==> src/rtl/cic_pkg.sv <==
// Shared constants and FSM encoding for the CIC interpolator.
// Bit growth per stage covers the largest ratio, R = 2**MAX_OS_SEL.
package cic_pkg;

  localparam int N_DEF      = 3;
  localparam int MAX_OS_SEL = 7;
  localparam int GROWTH     = MAX_OS_SEL;

  typedef enum logic {
    IDLE = 1'b0,
    RUN  = 1'b1
  } state_t;

  function automatic int cic_width(input int dw, input int n);
    return dw + n * GROWTH;
  endfunction

endpackage

==> src/rtl/cic_interp_integ.sv <==
// Registered W-bit wrap-around accumulator with enable.
// One instance per integrator stage of the CIC interpolator.
module cic_interp_integ #(
  parameter int W = 37
) (
  input  logic                clk_i,
  input  logic                rst_ni,
  input  logic                en_i,
  input  logic signed [W-1:0] din_i,
  output logic signed [W-1:0] acc_o
);

  logic signed [W-1:0] acc_q, acc_d;

  always_comb begin
    acc_d = acc_q;
    if (en_i) acc_d = acc_q + din_i;
  end

  always_ff @(posedge clk_i or negedge rst_ni) begin
    if (!rst_ni) acc_q <= '0;
    else         acc_q <= acc_d;
  end

  assign acc_o = acc_q;

endmodule

==> src/rtl/cic_interp.sv <==
// CIC interpolator: N combs at the low rate, zero-stuff, N integrators.
// Define CIC_INTERP_ROUND_EN for round-half-up output scaling.
import cic_pkg::*;

module cic_interp #(
  parameter int DW = 16,
  parameter int N  = N_DEF
) (
  input  logic          clk,
  input  logic          reset_n,
  input  logic [2:0]    os_sel,
  input  logic          in_valid,
  output logic          in_ready,
  input  logic [DW-1:0] data_in,
  output logic          out_valid,
  output logic [DW-1:0] data_out,
  output logic          underrun
);

  localparam int W  = cic_width(DW, N);
  localparam int VW = $clog2(N + 1);

  state_t        state_q, state_d;
  logic [6:0]    phase_q, phase_d;
  logic [6:0]    last;
  logic [2:0]    rsel_q, rsel_d;
  logic          underrun_q, underrun_d;
  logic [VW-1:0] vcnt_q, vcnt_d;
  logic          accept, slot, run;

  logic signed [W-1:0] c     [N+1];
  logic signed [W-1:0] dly_q [N];
  logic signed [W-1:0] acc   [N+1];
  logic signed [W-1:0] u_q, u_d;
  logic signed [W-1:0] biased;
  int                  sh;

  assign run      = (state_q == RUN);
  assign last     = 7'((8'd1 << rsel_q) - 8'd1);
  assign in_ready = !run || (phase_q == last);
  assign accept   = in_valid && in_ready;
  assign slot     = accept || (run && (phase_q == last));

  always_comb begin
    state_d    = state_q;
    phase_d    = phase_q;
    rsel_d     = rsel_q;
    underrun_d = underrun_q;
    vcnt_d     = vcnt_q;
    unique case (state_q)
      IDLE: begin
        if (accept) begin
          state_d = RUN;
          phase_d = '0;
          rsel_d  = os_sel;
        end
      end
      RUN: begin
        phase_d = (phase_q == last) ? '0 : phase_q + 7'd1;
        if (slot && !accept) underrun_d = 1'b1;
        if (vcnt_q != VW'(N)) vcnt_d = vcnt_q + 1'b1;
      end
    endcase
  end

  always_ff @(posedge clk or negedge reset_n) begin
    if (!reset_n) begin
      state_q    <= IDLE;
      phase_q    <= '0;
      rsel_q     <= '0;
      underrun_q <= 1'b0;
      vcnt_q     <= '0;
    end else begin
      state_q    <= state_d;
      phase_q    <= phase_d;
      rsel_q     <= rsel_d;
      underrun_q <= underrun_d;
      vcnt_q     <= vcnt_d;
    end
  end

  // A missed slot feeds zero so the comb history stays aligned.
  always_comb begin
    c[0] = accept ? W'($signed(data_in)) : '0;
    for (int k = 0; k < N; k++) begin
      c[k+1] = c[k] - dly_q[k];
    end
  end

  assign u_d = slot ? c[N] : '0;

  always_ff @(posedge clk or negedge reset_n) begin
    if (!reset_n) begin
      for (int k = 0; k < N; k++) dly_q[k] <= '0;
      u_q <= '0;
    end else begin
      if (slot) begin
        for (int k = 0; k < N; k++) dly_q[k] <= c[k];
      end
      u_q <= u_d;
    end
  end

  assign acc[0] = u_q;

  for (genvar k = 0; k < N; k++) begin : g_integ
    cic_interp_integ #(
      .W(W)
    ) u_integ (
      .clk_i (clk),
      .rst_ni(reset_n),
      .en_i  (run),
      .din_i (acc[k]),
      .acc_o (acc[k+1])
    );
  end

  // Gain is R**(N-1); shifting it out gives unity DC gain.
  always_comb begin
    sh = (N - 1) * int'(rsel_q);
`ifdef CIC_INTERP_ROUND_EN
    if (sh != 0) biased = acc[N] + (W'(1) << (sh - 1));
    else         biased = acc[N];
`else
    biased = acc[N];
`endif
    data_out = DW'(biased >>> sh);
  end

  assign out_valid = (vcnt_q == VW'(N));
  assign underrun  = underrun_q;

endmodule

==> config.mk <==
export PLATFORM = sky130hd
export DESIGN_NAME = cic_interp
export DESIGN_NICKNAME = d
export VERILOG_FILES = /design/src/rtl/cic_pkg.sv /design/src/rtl/cic_interp_integ.sv /design/src/rtl/cic_interp.sv
export SDC_FILE = /design/constraint.sdc
export NUM_CORES = 1
export LEC_CHECK = 0
export CAP_MARGIN = 10
export CORE_ASPECT_RATIO = 1.4
export CORE_MARGIN = 5
export CORE_UTILIZATION = 40
export CTS_CLUSTER_SIZE = 28
export DETAILED_ROUTE_END_ITERATION = 10
export PLACE_DENSITY = 0.56
export RECOVER_POWER = 25
export SETUP_SLACK_MARGIN = 0.02
export SLEW_MARGIN = 10
export SYNTH_ARGS = -nofsm -noshare
export SYNTH_HDL_FRONTEND = slang
export SYNTH_SLANG_ARGS = --single-unit
==> constraint.sdc <==
create_clock -name clk -period 17 [get_ports clk]
set_clock_uncertainty 0.1 [all_clocks]
set_input_delay 2.55 -clock clk [delete_from_list [all_inputs] [get_ports clk]]
set_output_delay 2.55 -clock clk [all_outputs]
set_load 0.02 [all_outputs]
==> impl_table.tex <==
\begin{tabular}{lr}
\hline
Metric & Value \\
\hline
\multicolumn{2}{l}{\textbf{Place}} \\
RePlAce Congestion & 0.847 \\
DPL Wire Length & 26,200 um \\
Cell area after placement & 0.0171 sq mm \\
Count of port buffers added during placement & 40 \\
Cell count after placement & 2,341 \\
\multicolumn{2}{l}{\textbf{Layout}} \\
Post-Layout Cell Count & 2,386 \\
Layout cell share with drive strength beyond 1 & 8.05\% \\
Number of antenna repair diodes & 0 \\
Nets & 2,025 \\
Post-route cell area & 0.0179 sq mm \\
Syn-to-layout area delta & 10.9\% \\
Post-route core utilization & 44.7\% \\
\multicolumn{2}{l}{\textbf{Worst setup path}} \\
Flop-to-flop setup slack & 6250 ps \\
Worst path required time & 17,370 ps \\
Critical Path Slowest Stage Cell & sky130\_fd\_sc\_hd\_\_clkdlybuf4s50\_1 \\
Endpoint class of the critical path & flip-flop \\
Worst Reg2Reg Path Length in Cells & 42 \\
Classification of the worst setup path & primary input to flip-flop \\
Crit start category & primary input \\
Worst-path maximum fanout & 17 \\
Arrival @ worst endpoint & 11,200 ps \\
Cell mode on critical path & sky130\_fd\_sc\_hd\_\_a21oi\_1 \\
Stage delay of the slowest cell on the critical path & 810 ps \\
Startpoint of the most critical register-to-register path & rsel\_q[0]\$\_DFFE\_PN0P\_ \\
Worst reg2reg endpoint & u\_q[29]\$\_DFF\_PN0\_ \\
\multicolumn{2}{l}{\textbf{Route}} \\
Routed via count & 12,673 \\
DRC violation count after routing & 0 \\
Starting DRC count in detailed routing & 507 \\
Drt first pass iters & 5 \\
Antenna-violating nets left & 0 \\
Detailed Route WL & 34,800 um \\
Vias/cell & 5.31 \\
Wirelength per Cell & 14.6 um \\
\multicolumn{2}{l}{\textbf{CTS}} \\
Clock tree from TritonCTS & done \\
H-tree level count & 1 \\
Post-CTS clock slew at the launch and capture registers of the worst setup and hold paths & 60 ps \\
Number of clock sinks & 210 \\
Number of CTS-inserted buffers & 25 \\
Clk Tree Root Cell & sky130\_fd\_sc\_hd\_\_clkbuf\_16 \\
Hold buffer count at cts & 0 \\
Resize count post-CTS & 0 \\
Max Root-Sink Buffers & 3 \\
Insertion delay of the later-clocked pin in the worst-skew pair & 560 ps \\
\# Post-CTS Setup Buffers & 0 \\
\multicolumn{2}{l}{\textbf{STA}} \\
Number of setup violations in the final report & 0 \\
Headroom to the max-slew limit & -394\% \\
Minimum clock period & 10,830 ps \\
Actual transition at the worst max-transition pin & 7410 ps \\
Share of the clock period used by the worst path after layout & 63.7\% \\
Number of hold violations in the final report & 0 \\
RSZ-0062 raised after global routing & false \\
Setup Total Neg Slack & 0 ps \\
Final Max Slew Viols & 266 \\
Maximum frequency from static timing analysis & 0.0923 GHz \\
\multicolumn{2}{l}{\textbf{Run status}} \\
Status & finished, violations left \\
Failing checks & capacitance limit, slew limit \\
\multicolumn{2}{l}{\textbf{Floorplanning}} \\
Initial cell density of the core & 40.3\% \\
Area of the die & 0.0445 sq mm \\
Die span in x & 180 um \\
Area inside the core boundary & 0.0401 sq mm \\
Vertical die dimension & 248 um \\
Count of pins on the block boundary & 41 \\
\# rows & 87 \\
\multicolumn{2}{l}{\textbf{Synth}} \\
Post-Synthesis Net Count & 1,999 \\
Average size of a mapped cell & 8.93 sq um \\
Share of async-settable or async-resettable flops after synthesis & 100\% \\
EDFF count, synth & 0 \\
Proportion of synthesized chip area in sequential cells & 32.6\% \\
Yosys warning total & 0 \\
Post-synthesis cell count & 1,808 \\
Dominant register cell in the synthesized netlist & sky130\_fd\_sc\_hd\_\_dfrtp\_1 \\
Register bit count reported by yosys & 210 \\
Netlist cell types & 71 \\
Top area cells in the synthesized netlist & sky130\_fd\_sc\_hd\_\_dfrtp\_1 (33\%), sky130\_fd\_sc\_hd\_\_ha\_1 (13\%), sky130\_fd\_sc\_hd\_\_mux2\_2 (5.6\%), sky130\_fd\_sc\_hd\_\_xnor2\_1 (5.0\%), sky130\_fd\_sc\_hd\_\_o21ai\_0 (4.6\%) \\
Post-synth design cell area & 0.0161 sq mm \\
Area share of the leading cell type in the synthesized netlist & 32.6\% \\
Cell taking the most area after synthesis & sky130\_fd\_sc\_hd\_\_dfrtp\_1 \\
\multicolumn{2}{l}{\textbf{Worst hold path}} \\
WHS Path Cells & 1 \\
Path class of the lowest-slack min-delay path & flip-flop to flip-flop \\
Hold wc startpoint & underrun\$\_DFFE\_PN0P\_ \\
Sink of the worst hold path & underrun\$\_DFFE\_PN0P\_ \\
\multicolumn{2}{l}{\textbf{Global route}} \\
Number of global-route vias before repair & 12,936 \\
All-layer global routing usage & 15.6\% \\
Global-route congestion overflow total & 0 \\
Global-route wire length before repair & 59,900 um \\
Maximum number of pins on one net before global-route repair & 138 \\
Number of antenna violations at the first check in global routing & 0 \\
\multicolumn{2}{l}{\textbf{Job}} \\
Maximum Capacitance Violations & 4 \\
\hline
\end{tabular}
[worst max path at each step]
stage	startpoint	end	slack [ps]	cells past startpoint
after global placement	in_valid	u_q[29]$_DFF_PN0_	5960	35
after detailed placement	in_valid	u_q[29]$_DFF_PN0_	5530	35
after global routing	rsel_q[0]$_DFFE_PN0P_	u_q[29]$_DFF_PN0_	5060	42
after CTS	in_valid	u_q[29]$_DFF_PN0_	6060	35
final	in_valid	u_q[29]$_DFF_PN0_	6170	35
after floorplan	in_valid	u_q[29]$_DFF_PN0_	7900	35
[layout by cell type (no fill, tap or decap), drive strengths merged, types with 8 or more instances in the layout]
cell type / count
a211oi: 18
a21boi: 11
a21o: 67
a21oi: 142
a31oi: 11
and2: 13
and3: 29
clkbuf: 40
clkdlybuf4s50: 39
dfrtp: 210
ha: 163
inv: 133
mux2: 81
mux2i: 18
nand2: 133
nand2b: 30
nand3: 23
nand4: 10
nor2: 131
nor2b: 26
nor3: 37
o2111ai: 8
o211ai: 12
o21a: 39
o21ai: 151
o21bai: 20
o31ai: 14
or2: 9
or3: 10
xnor2: 92
xor2: 43
[sequential cells by signal, indices dropped and copies added, names as in the netlist]
| name | count |
|---|---|
| dly_q | 76 |
| g_integ.u_integ.acc_o | 90 |
| phase_q | 7 |
| rsel_q | 3 |
| run | 1 |
| u_q | 30 |
| underrun | 1 |
| vcnt_q | 2 |
[Yosys cell counts, drive strengths merged (30+ instances only)]
master,number
o21a,39
xor2,43
nand2b,30
a21o,67
dfrtp,210
inv,132
nor2,131
a21oi,142
nand2,133
mux2,81
nor3,37
xnor2,92
ha,163
clkbuf,39
o21ai,151
[area by class of cell]
class | instances | area (sq um)
fillers | 4001 | 22200
multi-input cells | 1418 | 10200
flip-flops and latches | 210 | 5260
clock buffers | 37 | 761
well taps | 534 | 668
inverters | 132 | 495
repair buffers | 47 | 439
clock inverters | 8 | 82.6
[routing by layer]
layer  GRT usage, %  part of all wire [%]  vias to the layer above
met2           31.2                    54                      125
met5              0                     0                        -
met3           1.98                   2.6                       54
met4           4.51                   2.4                        0
met1           17.0                    41                     5978
li1               -                     -                     6516
[kinds of logic after synthesis]
| group | share of synthesized area (%) |
|---|---|
| XOR/XNOR | 7.46 |
| flip-flops | 32.6 |
| AND/OR/NAND/NOR | 13.6 |
| buffers and inverters | 4.22 |
| adder cells (fa/ha/maj) | 13.4 |
| multiplexers | 7.46 |
| AO/OA/AOI/OAI | 21.4 |
[through the flow]
| step | worst slack [ps] | hold WS [ps] |
|---|---|---|
| floorplan | 7900 | 340 |
| global placement | 5960 | 354 |
| global route | 5060 | 388 |
| detailed placement | 5530 | 355 |
| CTS | 6060 | 368 |
| finish | 6170 | 364 |
[worst max-delay path: cells and delay by family]
kind / cells / cell delay (ps)
compound gates: 17 / 3760
simple gates: 9 / 2170
fa+ha+maj: 4 / 1220
buf+inv: 2 / 920
xor+xnor: 3 / 590
Power is left out: the tool's default activity adds up to more than one toggle a clock period on the data nets, which glitch-free logic cannot reach.
